===== config.mk =====
export PLATFORM = sky130hd
export DESIGN_NAME = alu_control_pipe
export DESIGN_NICKNAME = d
export VERILOG_FILES = /design/src/rtl/alu_control_pipe.sv
export SDC_FILE = /design/constraint.sdc
export NUM_CORES = 1
export LEC_CHECK = 0
export BUFFER_PORTS_ARGS = -buffer_cell sky130_fd_sc_hd__buf_2
export CAP_MARGIN = 25
export CELL_PAD_IN_SITES_DETAIL_PLACEMENT = 2
export CELL_PAD_IN_SITES_GLOBAL_PLACEMENT = 2
export CORE_MARGIN = 2
export CORE_UTILIZATION = 30
export CTS_CLUSTER_SIZE = 30
export DETAILED_ROUTE_END_ITERATION = 16
export PLACE_DENSITY_LB_ADDON = 0.2
export SYNTH_ARGS = -nofsm -noshare
export SYNTH_HDL_FRONTEND = slang
export SYNTH_SLANG_ARGS = --single-unit

===== constraint.sdc =====
create_clock -name clk -period 2 [get_ports clk]
set_input_delay 0.2 -clock clk [delete_from_list [all_inputs] [get_ports clk]]
set_output_delay 0.2 -clock clk [all_outputs]
set_load 0.01 [all_outputs]

===== src/rtl/alu_control_pipe.sv =====
// ALU-control stage for the pipelined RV32IM core.
// Decodes {funct7, ALU_Op, funct3} into an ALU operation code and registers it
// at the ID/EX boundary. MUL/DIV/REM ops hold the pipeline through a BUSY
// state until their latency has elapsed.
module alu_control_pipe #(
  parameter int ALU_OP_WIDTH = 4,
  parameter int MUL_LATENCY  = 3,
  parameter int DIV_LATENCY  = 8
) (
  input  logic                    clk,
  input  logic                    reset,
  input  logic                    valid_i,
  input  logic [6:0]              funct7_i,
  input  logic [2:0]              alu_op_i,
  input  logic [2:0]              funct3_i,
  input  logic                    stall_i,
  input  logic                    flush_i,
  output logic [ALU_OP_WIDTH-1:0] alu_operation_o,
  output logic                    valid_o,
  output logic                    illegal_o,
  output logic                    stall_o,
  output logic                    done_o
);

  localparam int MAX_LAT = (MUL_LATENCY > DIV_LATENCY) ? MUL_LATENCY : DIV_LATENCY;
  localparam int CNT_W   = ($clog2(MAX_LAT) < 1) ? 1 : $clog2(MAX_LAT);

  // A latency of 1 behaves like any single-cycle op and never enters BUSY.
  localparam bit MUL_MULTI = (MUL_LATENCY >= 2);
  localparam bit DIV_MULTI = (DIV_LATENCY >= 2);

  // Counter preload is L-2: the accept edge and the completion edge are both
  // part of the L cycles.
  localparam logic [CNT_W-1:0] MUL_CNT_INIT = MUL_MULTI ? CNT_W'(MUL_LATENCY - 2) : '0;
  localparam logic [CNT_W-1:0] DIV_CNT_INIT = DIV_MULTI ? CNT_W'(DIV_LATENCY - 2) : '0;

  localparam logic [3:0] OP_ADD = 4'd0;
  localparam logic [3:0] OP_SUB = 4'd1;
  localparam logic [3:0] OP_OR  = 4'd2;
  localparam logic [3:0] OP_AND = 4'd3;
  localparam logic [3:0] OP_XOR = 4'd4;
  localparam logic [3:0] OP_LUI = 4'd5;
  localparam logic [3:0] OP_SLL = 4'd6;
  localparam logic [3:0] OP_SRL = 4'd7;
  localparam logic [3:0] OP_BEQ = 4'd8;
  localparam logic [3:0] OP_BNE = 4'd9;
  localparam logic [3:0] OP_JAL = 4'd10;
  localparam logic [3:0] OP_SRA = 4'd11;
  localparam logic [3:0] OP_MUL = 4'd12;
  localparam logic [3:0] OP_DIV = 4'd13;
  localparam logic [3:0] OP_REM = 4'd14;

  localparam logic [6:0] F7_BASE = 7'b0000000;
  localparam logic [6:0] F7_ALT  = 7'b0100000;
  localparam logic [6:0] F7_MEXT = 7'b0000001;

  typedef enum logic {
    S_IDLE = 1'b0,
    S_BUSY = 1'b1
  } state_e;

  state_e                  state_q, state_d;
  logic [CNT_W-1:0]        cnt_q, cnt_d;
  logic [ALU_OP_WIDTH-1:0] op_q, op_d;
  logic                    valid_q, valid_d;
  logic                    illegal_q, illegal_d;
  logic                    done_q, done_d;

  logic [3:0]              dec_code;
  logic                    dec_illegal;
  logic                    dec_multi;
  logic [CNT_W-1:0]        dec_cnt_init;

  // Instruction decode: unrecognised encodings fall through to code 0 + illegal.
  always_comb begin
    dec_code     = OP_ADD;
    dec_illegal  = 1'b1;
    dec_multi    = 1'b0;
    dec_cnt_init = '0;
    unique case (alu_op_i)
      3'b000: begin
        if (funct7_i == F7_BASE) begin
          dec_illegal = 1'b0;
          case (funct3_i)
            3'b000:  dec_code = OP_ADD;
            3'b001:  dec_code = OP_SLL;
            3'b100:  dec_code = OP_XOR;
            3'b101:  dec_code = OP_SRL;
            3'b110:  dec_code = OP_OR;
            3'b111:  dec_code = OP_AND;
            default: dec_illegal = 1'b1;
          endcase
        end else if (funct7_i == F7_ALT) begin
          dec_illegal = 1'b0;
          case (funct3_i)
            3'b000:  dec_code = OP_SUB;
            3'b101:  dec_code = OP_SRA;
            default: dec_illegal = 1'b1;
          endcase
        end else if (funct7_i == F7_MEXT) begin
          dec_illegal = 1'b0;
          case (funct3_i)
            3'b000: begin
              dec_code     = OP_MUL;
              dec_multi    = MUL_MULTI;
              dec_cnt_init = MUL_CNT_INIT;
            end
            3'b100: begin
              dec_code     = OP_DIV;
              dec_multi    = DIV_MULTI;
              dec_cnt_init = DIV_CNT_INIT;
            end
            3'b110: begin
              dec_code     = OP_REM;
              dec_multi    = DIV_MULTI;
              dec_cnt_init = DIV_CNT_INIT;
            end
            default: dec_illegal = 1'b1;
          endcase
        end
      end
      3'b001: begin
        dec_illegal = 1'b0;
        case (funct3_i)
          3'b000:  dec_code = OP_ADD;
          3'b100:  dec_code = OP_XOR;
          3'b110:  dec_code = OP_OR;
          3'b111:  dec_code = OP_AND;
          default: dec_illegal = 1'b1;
        endcase
      end
      3'b010: begin
        dec_code    = OP_LUI;
        dec_illegal = 1'b0;
      end
      3'b100: begin
        dec_code    = OP_ADD;
        dec_illegal = 1'b0;
      end
      3'b101: begin
        dec_illegal = 1'b0;
        case (funct3_i)
          3'b000:  dec_code = OP_BEQ;
          3'b001:  dec_code = OP_BNE;
          default: dec_illegal = 1'b1;
        endcase
      end
      3'b110: begin
        dec_code    = OP_JAL;
        dec_illegal = 1'b0;
      end
      3'b111: begin
        dec_code    = OP_ADD;
        dec_illegal = 1'b0;
      end
      default: dec_illegal = 1'b1;
    endcase
    // Illegal codes are always reported as 0.
    if (dec_illegal) begin
      dec_code     = OP_ADD;
      dec_multi    = 1'b0;
      dec_cnt_init = '0;
    end
  end

  // Next-state logic: flush beats stall, stall freezes everything else.
  always_comb begin
    state_d   = state_q;
    cnt_d     = cnt_q;
    op_d      = op_q;
    valid_d   = valid_q;
    illegal_d = illegal_q;
    done_d    = done_q;
    if (flush_i) begin
      state_d   = S_IDLE;
      cnt_d     = '0;
      valid_d   = 1'b0;
      illegal_d = 1'b0;
      done_d    = 1'b0;
    end else if (!stall_i) begin
      unique case (state_q)
        S_IDLE: begin
          done_d = 1'b0;
          if (valid_i) begin
            op_d      = ALU_OP_WIDTH'(dec_code);
            illegal_d = dec_illegal;
            if (dec_multi) begin
              valid_d = 1'b0;
              cnt_d   = dec_cnt_init;
              state_d = S_BUSY;
            end else begin
              valid_d = 1'b1;
            end
          end else begin
            valid_d   = 1'b0;
            illegal_d = 1'b0;
          end
        end
        S_BUSY: begin
          valid_d = 1'b0;
          done_d  = 1'b0;
          if (cnt_q != '0) begin
            cnt_d = cnt_q - CNT_W'(1);
          end else begin
            state_d = S_IDLE;
            valid_d = 1'b1;
            done_d  = 1'b1;
          end
        end
        default: state_d = S_IDLE;
      endcase
    end
  end

  // State and output registers with asynchronous active-low reset.
  always_ff @(posedge clk or negedge reset) begin
    if (!reset) begin
      state_q   <= S_IDLE;
      cnt_q     <= '0;
      op_q      <= '0;
      valid_q   <= 1'b0;
      illegal_q <= 1'b0;
      done_q    <= 1'b0;
    end else begin
      state_q   <= state_d;
      cnt_q     <= cnt_d;
      op_q      <= op_d;
      valid_q   <= valid_d;
      illegal_q <= illegal_d;
      done_q    <= done_d;
    end
  end

  assign alu_operation_o = op_q;
  assign valid_o         = valid_q;
  assign illegal_o       = illegal_q;
  assign done_o          = done_q;
  assign stall_o         = (state_q == S_BUSY);

endmodule


==> results.tsv <==
metric	value	unit
status	completed	
min_period	1780	ps
port_buffers	25	
cts_max_level	1	
grt_antenna_before_repair	0	
ant_nets	0	
overflow	0	
mostFrequentLayoutCells	buf_2, o21ai_0, dfrtp_1, nand2_1	
die_w	62.6	µm
die-height	62.6	µm
crit_required	2170	ps
finalPower	0.540	mW
cts_tree	yes	
routed-via-count	1086	
placementRows	21	
ys_seq_area_share	26.7	%
cts_root_buf	clkbuf_4	
async_reset_ff_share	100	%
nets	174	
syn_avg_cell_area	8.04	µm²
synthCells	128	
core	0.00331	mm²
hp-class	in2reg	
clock-sinks	11	
finalHoldViolations	0	
worst_path_max_delay_cell	dfrtp_1	
clock_skew	9.80	ps
worstPathMaxFanout	12	
grt_pass1_wl	5580	µm
worst_pin_slew	417	ps
cts_setup_buffers	0	
setup_viol	0	
max_slew_margin	72.2	%
synthDistinctLibCells	42	
cp-start-kind	flop	
ys_warn_count	0	
synth_top_area_share	26.7	%
wl_per_cell	16.0	µm
slew_violations	0	
design_area	0.00125	mm²
drive_above_1_share	29.4	%
crit_type	reg2reg	
syn2layout_area_growth	21.5	%
routabilityCongestion	0.859	
crit_path_cell_trace	nor3b_2, nand2b_1, a211oi_1, nand3_1, a221oi_1	
clk_path_buf_depth	2	
slowest_delay	530	ps
dieArea	0.00392	mm²
drc	0	
min_delay_path_depth	2	
drt_pass1_iterations	6	
clock_latency	270	ps
crit_arrival	1950	ps
irDropWorstVdd	0.119	mV
diodes	0	
end_kind	flop	
vias_per_cell	5.46	
drtIter0Drc	27	
clk_pin_slew	80	ps
power_density	432	mW/mm²
reg2reg_depth	5	
grt_pass1_vias	1139	
fmax	561	MHz
final_common_cell	buf_2	
multiInputGateArea	693	µm²
io_pins	26	
area.sequential	275	µm²
track_usage	17.6	%
period_share	89.1	%
synth_area_leaders	dfrtp_1, o21ai_0, nand2_1	
rsz0062_at_grt	no	
place_hpwl	2490	µm
synth_area	0.00103	mm²
fill_cells	414	
syn-num-nets	148	
p_leak	0.547	nW
placed_cell_area	0.00121	mm²
tns	0	ps
synth_top_area_cell	dfrtp_1	
synth_edf_count	0	
wl	3180	µm
start_util	31.1	%
ys.flop_type	dfrtp_1	
max_cap_viol_count	0	
grt_max_degree	18	
synth-seq-cells	11	
cts_buffers	3	
fin_hold_ws	264	ps
-- logic make-up after synthesis --
family | Yosys count | synth area share (%)
buf+inv | 18 | 6.56
flops | 11 | 26.7
compound gates | 49 | 34.4
fa+ha+maj | 2 | 2.43
simple gates | 48 | 29.9
-- power breakdown --
group,switching [mW],internal (mW)
registers,0.00360,0.230
logic,0.0936,0.0571
clock network,0.0790,0.0773
-- worst max-delay path, delay by kind of cell (launching register included) --
kind	cells	cell delay (ps)
compound gates	2	540
flops	1	530
simple gates	3	600
-- metal layers --
metal | GRT usage (%) | vias up | routed length (µm)
met3 | 2.52 | 4 | 109
met5 | 0 | - | 0
met4 | 5.83 | 0 | 40
li1 | - | 530 | -
met1 | 24.0 | 525 | 1570
met2 | 28.5 | 27 | 1460
-- area by class of cell --
cell class | instances | share of cell area, %
Sequential cell | 11 | 22.0
Tap cell | 46 | 4.60
Multi-Input combinational cell | 99 | 55.4
Inverter | 9 | 2.70
Clock buffer | 4 | 2.10
Timing Repair Buffer | 30 | 13.2
-- final timing paths --
check	slack (ps)	start	to
setup / recovery	220	stall_o$_DFFE_PN0N_	alu_operation_o[0]$_DFFE_PN0P_
hold / removal	260	flush_i	stall_o$_DFFE_PN0N_
setup reg to reg	220	stall_o$_DFFE_PN0N_	alu_operation_o[0]$_DFFE_PN0P_
hold reg to reg	480	alu_operation_o[1]$_DFFE_PN0P_	alu_operation_o[1]$_DFFE_PN0P_
max in group asynchronous	1450	reset	illegal_o$_DFFE_PN0P_
min in group asynchronous	320	reset	cnt_q[2]$_DFFE_PN0P_
-- cells in the mapped netlist, drive strengths merged (2+ instances only) --
master,n
nor2b,2
or2,2
nand2b,4
o211ai,2
a311oi,3
inv,9
or3b,3
nor2,9
a211oi,2
o2bb2ai,3
a22oi,4
nor3b,2
a221oi,2
nor3,5
ha,2
o21ai,13
a21oi,6
clkbuf,9
nand3,4
nand2,10
dfrtp,11
a31oi,4
-- registers in the layout (all words and copies together) (netlist names) --
signal and count:
stall_o 1, valid_o 1, cnt_q 3, illegal_o 1, alu_operation_o 4, done_o 1
-- stage by stage --
stage	setup slack [ps]	instances	utilization [%]
after floorplan	354	128	-
after global placement	208	194	36.5
after detailed placement	122	194	36.5
after CTS	111	199	37.6
after global routing	89.3	199	37.8
final	217	199	37.8
-- what timing repair did --
action | in CTS | in global routing
resized for setup | 0 | 1
hold buffers | 1 | 0
endpoints found under the setup margin | 0 | 1
endpoints found under the hold margin | 11 | 0
Power figures use the tool's default switching activity.
